===== config.mk =====
export PLATFORM = sky130hd
export DESIGN_NAME = fft8_seq_ctrl
export DESIGN_NICKNAME = d
export VERILOG_FILES = /design/src/rtl/fft8_pkg.sv /design/src/rtl/fft8_bfly.sv /design/src/rtl/fft8_seq_ctrl.sv
export SDC_FILE = /design/constraint.sdc
export NUM_CORES = 2
export LEC_CHECK = 0
export BUFFER_PORTS_ARGS = -buffer_cell sky130_fd_sc_hd__buf_2
export CORE_UTILIZATION = 32
export CTS_CLUSTER_DIAMETER = 150
export DETAILED_ROUTE_END_ITERATION = 6
export PLACE_DENSITY = 0.54
export SLEW_MARGIN = 20
export SYNTH_ARGS = -nofsm -noshare
export SYNTH_HDL_FRONTEND = slang
export SYNTH_SLANG_ARGS = --single-unit

===== constraint.sdc =====
create_clock -name clk -period 19.17 [get_ports clk]
set_input_delay 1.917 -clock clk [delete_from_list [all_inputs] [get_ports clk]]
set_output_delay 1.917 -clock clk [all_outputs]
set_load 0.02 [all_outputs]

===== src/rtl/fft8_pkg.sv =====
// fft8_pkg: shared definitions for the 8-point FFT sequencer.
//   - fft_state_t : controller phases (LOAD, COMPUTE, UNLOAD)
//   - NPOINT, STAGES : transform size and number of radix-2 stages
//   - W8_1_*, W8_3_* : Q1.15 twiddles W8^1 = (c,-c), W8^3 = (-c,-c), c = cos(pi/4)
//   - bitrev3() : 3-bit bit reversal used for the load address
package fft8_pkg;

   typedef enum logic [1:0] {
      LOAD    = 2'd0,
      COMPUTE = 2'd1,
      UNLOAD  = 2'd2
   } fft_state_t;

   localparam int NPOINT = 8;
   localparam int STAGES = 3;

   localparam int W8_1_RE =  23170;
   localparam int W8_1_IM = -23170;
   localparam int W8_3_RE = -23170;
   localparam int W8_3_IM = -23170;

   function automatic logic [2:0] bitrev3(input logic [2:0] n);
      return {n[0], n[1], n[2]};
   endfunction

endpackage


===== src/rtl/fft8_bfly.sv =====
// fft8_bfly: combinational radix-2 DIT butterfly.
//   top_real/top_imag : upper operand A
//   bot_real/bot_imag : lower operand B
//   k                 : twiddle index into W8^k (k = 0..3)
//   sum_real/sum_imag : A + W8^k * B   (wraps at DATA_WIDTH)
//   dif_real/dif_imag : A - W8^k * B   (wraps at DATA_WIDTH)
// k=0 and k=2 are exact (pass-through / multiply by -j); k=1 and k=3 use a
// full-precision multiply followed by a floor shift and truncation.
module fft8_bfly
   import fft8_pkg::*;
#(
   parameter int DATA_WIDTH = 16,
   parameter int TW_WIDTH   = 16
) (
   input  logic signed [DATA_WIDTH-1:0] top_real,
   input  logic signed [DATA_WIDTH-1:0] top_imag,
   input  logic signed [DATA_WIDTH-1:0] bot_real,
   input  logic signed [DATA_WIDTH-1:0] bot_imag,
   input  logic        [1:0]            k,
   output logic signed [DATA_WIDTH-1:0] sum_real,
   output logic signed [DATA_WIDTH-1:0] sum_imag,
   output logic signed [DATA_WIDTH-1:0] dif_real,
   output logic signed [DATA_WIDTH-1:0] dif_imag
);

   localparam int PW = DATA_WIDTH + TW_WIDTH + 1;
   localparam int SH = TW_WIDTH - 1;

   logic signed [TW_WIDTH-1:0]   w_re_s;
   logic signed [TW_WIDTH-1:0]   w_im_s;
   logic signed [PW-1:0]         prod_re_s;
   logic signed [PW-1:0]         prod_im_s;
   logic signed [DATA_WIDTH-1:0] t_re_s;
   logic signed [DATA_WIDTH-1:0] t_im_s;

   // Odd-index twiddle select; both odd twiddles share the same imaginary part.
   always_comb begin
      w_im_s = TW_WIDTH'(W8_1_IM);
      if (k[1]) begin
         w_re_s = TW_WIDTH'(W8_3_RE);
      end else begin
         w_re_s = TW_WIDTH'(W8_1_RE);
      end
   end

   // Full-precision complex product B*W; operands sign-extended before multiplying.
   always_comb begin
      prod_re_s = PW'(bot_real) * PW'(w_re_s) - PW'(bot_imag) * PW'(w_im_s);
      prod_im_s = PW'(bot_real) * PW'(w_im_s) + PW'(bot_imag) * PW'(w_re_s);
   end

   // Twiddled operand t: exact bypass for k=0 and k=2, floor-scaled product otherwise.
   always_comb begin
      case (k)
         2'd0: begin
            t_re_s = bot_real;
            t_im_s = bot_imag;
         end
         2'd2: begin
            // (Br + jBi) * (-j) = Bi - jBr
            t_re_s = bot_imag;
            t_im_s = -bot_real;
         end
         2'd1, 2'd3: begin
            t_re_s = DATA_WIDTH'(prod_re_s >>> SH);
            t_im_s = DATA_WIDTH'(prod_im_s >>> SH);
         end
         default: begin
            t_re_s = bot_real;
            t_im_s = bot_imag;
         end
      endcase
   end

   assign sum_real = top_real + t_re_s;
   assign sum_imag = top_imag + t_im_s;
   assign dif_real = top_real - t_re_s;
   assign dif_imag = top_imag - t_im_s;

endmodule


===== src/rtl/fft8_seq_ctrl.sv =====
// fft8_seq_ctrl: sequencer for an in-place 8-point radix-2 DIT FFT.
//   clk, rst              : clock, synchronous active-high reset
//   in_valid/in_ready     : input stream handshake, in_real/in_imag x[0] first
//   out_valid/out_ready   : output stream handshake, out_real/out_imag X[0] first
//   busy                  : high while computing or unloading
// Samples are written in bit-reversed order, 12 butterflies run one per cycle
// (3 stages x 4), then the register file is read out in natural order.
module fft8_seq_ctrl
   import fft8_pkg::*;
#(
   parameter int DATA_WIDTH = 16,
   parameter int TW_WIDTH   = 16
) (
   input  logic                         clk,
   input  logic                         rst,
   input  logic                         in_valid,
   output logic                         in_ready,
   input  logic signed [DATA_WIDTH-1:0] in_real,
   input  logic signed [DATA_WIDTH-1:0] in_imag,
   output logic                         out_valid,
   input  logic                         out_ready,
   output logic signed [DATA_WIDTH-1:0] out_real,
   output logic signed [DATA_WIDTH-1:0] out_imag,
   output logic                         busy
);

   localparam logic [3:0] LOAD_LAST = 4'(NPOINT - 1);
   localparam logic [3:0] BFLY_LAST = 4'(STAGES * (NPOINT / 2) - 1);

   fft_state_t state_r, state_nxt;
   logic [3:0] cnt_r, cnt_nxt;

   logic signed [DATA_WIDTH-1:0] mem_re_r [NPOINT];
   logic signed [DATA_WIDTH-1:0] mem_im_r [NPOINT];

   logic [1:0] stage_s;
   logic [1:0] bidx_s;
   logic [2:0] top_s;
   logic [2:0] bot_s;
   logic [1:0] k_s;

   logic signed [DATA_WIDTH-1:0] sum_re_s, sum_im_s, dif_re_s, dif_im_s;

   logic in_ready_r;
   logic out_valid_r;
   logic busy_r;

   // The shared counter is the load index, the butterfly number or the unload index.
   assign stage_s = cnt_r[3:2];
   assign bidx_s  = cnt_r[1:0];

   // Butterfly address/twiddle generation; the bit patterns are the
   // top=((b>>s)<<(s+1))+pos, bot=top+h, k=pos<<(2-s) rules unrolled per stage.
   always_comb begin
      case (stage_s)
         2'd0: begin
            top_s = {bidx_s, 1'b0};
            bot_s = {bidx_s, 1'b1};
            k_s   = 2'd0;
         end
         2'd1: begin
            top_s = {bidx_s[1], 1'b0, bidx_s[0]};
            bot_s = {bidx_s[1], 1'b1, bidx_s[0]};
            k_s   = {bidx_s[0], 1'b0};
         end
         2'd2: begin
            top_s = {1'b0, bidx_s};
            bot_s = {1'b1, bidx_s};
            k_s   = bidx_s;
         end
         default: begin
            top_s = 3'd0;
            bot_s = 3'd1;
            k_s   = 2'd0;
         end
      endcase
   end

   fft8_bfly #(
      .DATA_WIDTH (DATA_WIDTH),
      .TW_WIDTH   (TW_WIDTH)
   ) u_bfly (
      .top_real (mem_re_r[top_s]),
      .top_imag (mem_im_r[top_s]),
      .bot_real (mem_re_r[bot_s]),
      .bot_imag (mem_im_r[bot_s]),
      .k        (k_s),
      .sum_real (sum_re_s),
      .sum_imag (sum_im_s),
      .dif_real (dif_re_s),
      .dif_imag (dif_im_s)
   );

   // Next-state and counter logic for the LOAD -> COMPUTE -> UNLOAD cycle.
   always_comb begin
      state_nxt = state_r;
      cnt_nxt   = cnt_r;
      case (state_r)
         LOAD: begin
            if (in_valid) begin
               if (cnt_r == LOAD_LAST) begin
                  state_nxt = COMPUTE;
                  cnt_nxt   = 4'd0;
               end else begin
                  cnt_nxt = cnt_r + 4'd1;
               end
            end else begin
               cnt_nxt = cnt_r;
            end
         end
         COMPUTE: begin
            if (cnt_r == BFLY_LAST) begin
               state_nxt = UNLOAD;
               cnt_nxt   = 4'd0;
            end else begin
               cnt_nxt = cnt_r + 4'd1;
            end
         end
         UNLOAD: begin
            if (out_ready) begin
               if (cnt_r == LOAD_LAST) begin
                  state_nxt = LOAD;
                  cnt_nxt   = 4'd0;
               end else begin
                  cnt_nxt = cnt_r + 4'd1;
               end
            end else begin
               cnt_nxt = cnt_r;
            end
         end
         default: begin
            state_nxt = LOAD;
            cnt_nxt   = 4'd0;
         end
      endcase
   end

   // State, counter, handshake flags and in-place register file.
   always_ff @(posedge clk) begin
      if (rst) begin
         state_r     <= LOAD;
         cnt_r       <= 4'd0;
         in_ready_r  <= 1'b1;
         out_valid_r <= 1'b0;
         busy_r      <= 1'b0;
         for (int i = 0; i < NPOINT; i++) begin
            mem_re_r[i] <= '0;
            mem_im_r[i] <= '0;
         end
      end else begin
         state_r     <= state_nxt;
         cnt_r       <= cnt_nxt;
         // Flags follow the next state so they line up with the state register.
         in_ready_r  <= (state_nxt == LOAD);
         out_valid_r <= (state_nxt == UNLOAD);
         busy_r      <= (state_nxt != LOAD);
         if ((state_r == LOAD) && in_valid) begin
            mem_re_r[bitrev3(cnt_r[2:0])] <= in_real;
            mem_im_r[bitrev3(cnt_r[2:0])] <= in_imag;
         end else if (state_r == COMPUTE) begin
            mem_re_r[top_s] <= sum_re_s;
            mem_im_r[top_s] <= sum_im_s;
            mem_re_r[bot_s] <= dif_re_s;
            mem_im_r[bot_s] <= dif_im_s;
         end
      end
   end

   assign in_ready  = in_ready_r;
   assign out_valid = out_valid_r;
   assign busy      = busy_r;
   assign out_real  = out_valid_r ? mem_re_r[cnt_r[2:0]] : '0;
   assign out_imag  = out_valid_r ? mem_im_r[cnt_r[2:0]] : '0;

endmodule


==> impl_metrics.tcl <==
set metrics [dict create \
    area_growth_pct 8.07 \
    crit_buf_inv 9 \
    coreArea_um2 146000 \
    drc 23 \
    skew_ns 0.0331 \
    fill_cells 15000 \
    grt-ovfl-total 0 \
    slew_viol_final 0 \
    cts_sinks 268 \
    ioPinCount 71 \
    crit_path_end_kind "flip-flop" \
    clock_latency_ns 0.60 \
    cts-resized-gates 0 \
    cts_inserted_buffers 28 \
    final.setup.tns_ns 0 \
    hold_buffers 0 \
    portBuffers 70 \
    ys_ff_latch 268 \
    cp_max_fo 25 \
    cp_top_family "adder cells" \
    setup.worst_path.class "reg2reg" \
    tightest_slew_ns 1.16 \
    start_util 0.323 \
    antenna_left 0 \
    period_share 0.888 \
    min_from "cnt_r[3]$_SDFFE_PP0P_" \
    worst_path_largest_cell_delay_ns 0.94 \
    drv_cap 0 \
    period_needed_ns 17.03 \
    grt_pass1_wl_mm 255 \
    place_congestion 0.934 \
    drive_above_1_share 0.0794 \
    synth_top_flop_cell "edfxtp_1" \
    fin_nets 6185 \
    hold_path.class "reg2reg" \
    final_cell_mix "inv_1, fa_1, ha_1, nand2_1, edfxtp_1" \
    worst-r2r-setup-slack_ns 2.14 \
    insertedDiodeCount 0 \
    drt_iter0_drc 3941 \
    synth.top_cell.area_share 0.265 \
    start_kind "flip-flop" \
    timing.fmax_mhz 58.7 \
    syn_inst 5002 \
    cts_tree "yes" \
    r2r-start "cnt_r[2]$_SDFFE_PP0P_" \
    ctsLongestPathBuffers 3 \
    cts_setup_buffers 0 \
    yosysTopAreaCell "fa_1" \
    die_area_um2 149000 \
    maxSlewHeadroom 0.225 \
    gr-usage-all-layers 0.231 \
    netlist_area_um2 47100 \
    htreeDepth 1 \
    violations "DRC" \
    layout.cells.most_common "inv_1" \
    run_status "complete, but fails checks" \
    grt_max_degree 77 \
    cp.required_ns 19.47 \
    routed_via_density 5.48 \
    root_buffer "clkbuf_16" \
    grt_pass1_vias 38900 \
    synth_seq_area_share 0.168 \
    grt_antenna_before_repair 9 \
    die_y_um 386 \
    cpMaxStageDelayCell "nor3b_1" \
    ys_warn_count 0 \
    wire_per_inst_um 24.7 \
    row_count 140 \
    startpoint "cnt_r[2]$_SDFFE_PP0P_" \
    drt_pass1_iterations 7 \
    setup_violations 0 \
    clk_pin_slew_worst_paths_ns 0.07 \
    hold_violations 0 \
    synth_edf_count 256 \
    vias 37900 \
    hpwl_mm 129 \
    cp.arrival_ns 17.33 \
    synthTopCellsByArea "fa_1, edfxtp_1, ha_1, inv_1, mux4_2" \
    rsz0062_at_grt "no" \
    die_w_um 386 \
    syn_area_per_cell_um2 9.42 \
    wl_mm 171 \
    synth_cell_types 81 \
    ys_async_sr_fraction 0 \
]
## synthesized netlist by cell type (all sizes together) (6+ instances only)
cell type and count:
a211oi 75, a21boi 7, a21o 55, a21oi 146
a22oi 8, a31oi 24, and2 12, and3 24
and4 6, buf 54, clkbuf 178, dfxtp 12
edfxtp 256, fa 624, ha 546, inv 1029
mux2 6, mux2i 76, mux4 92, nand2 446
nand2b 12, nand3 199, nand3b 9, nand4 15
nor2 191, nor2b 46, nor3 26, nor3b 66
nor4 12, o2111ai 8, o211ai 11, o21a 24
o21ai 149, o21bai 27, o22ai 208, o311ai 7
o31ai 46, or2 14, or3 13, xnor2 151
xor2 44
## routing by layer
metal	vias up	share of wire	wire, um	global-route usage
met5	-	0.00016	27	0
met4	6	0.043	7310	0.0859
met3	408	0.087	14900	0.0398
met2	1864	0.47	79700	0.381
met1	19000	0.40	68600	0.300
li1	16600	-	-	-
## area by class of cell
class                   instances  area (um2)  share of cell area
multi-input cells            3477       34700               0.680
flip-flops and latches        268        7940               0.156
inverters                    1030        3870              0.0759
well taps                    1917        2400              0.0471
repair buffers                174        1160              0.0227
clock buffers                  30         708              0.0139
clock inverters                22         215             0.00422
## flip-flops by register name, summed over array words and instances (netlist names), named ones only
register / count
cnt_r: 4
mem_re_r: 128
busy: 1
out_valid: 1
in_ready: 1
state_r: 2
mem_im_r: 128
## cell families after synthesis
group | after synthesis | share of synthesized area
adders and majority gates | 1171 | 0.410
muxes | 174 | 0.0616
and+or+nand+nor | 1094 | 0.108
AOI/OAI and AO/OA | 834 | 0.113
DFF | 268 | 0.168
buffers and inverters | 1262 | 0.101
other | 2 | 0.000159
xor gates and xnor gates | 197 | 0.0372
## final timing paths
kind | end | cells past startpoint
setup / recovery | mem_re_r[2][14]$_DFFE_PP_ | 63
hold / removal | cnt_r[3]$_SDFFE_PP0P_ | 2
setup reg to reg | mem_re_r[2][14]$_DFFE_PP_ | 63
hold reg to reg | cnt_r[3]$_SDFFE_PP0P_ | 2
## metrics by stage
step | cells | setup WS (ns) | util | area, um2 | hold WS, ns
after floorplan | 5007 | 4.00 | - | 47200 | 0.522
after global placement | 6866 | 1.99 | 0.343 | 50000 | 0.552
after detailed placement | 6866 | 2.20 | 0.343 | 50000 | 0.582
after CTS | 6918 | 2.24 | 0.349 | 50900 | 0.591
after global routing | 6918 | 1.21 | 0.349 | 50900 | 0.639
final | 6918 | 2.14 | 0.349 | 50900 | 0.593
## worst reg2reg max path, delay by kind of cell, from the launching register on
kind                       cells  cell delay [ns]
and+or+nand+nor               12             2.84
DFF                            1             0.44
adders and majority gates     16             6.27
xor gates and xnor gates       3             0.87
buffers and inverters          9             1.29
AOI/OAI and AO/OA             23             5.03
Power is not shown: default switching activity piles up to over one toggle a cycle in this logic, so the estimate is an artifact.
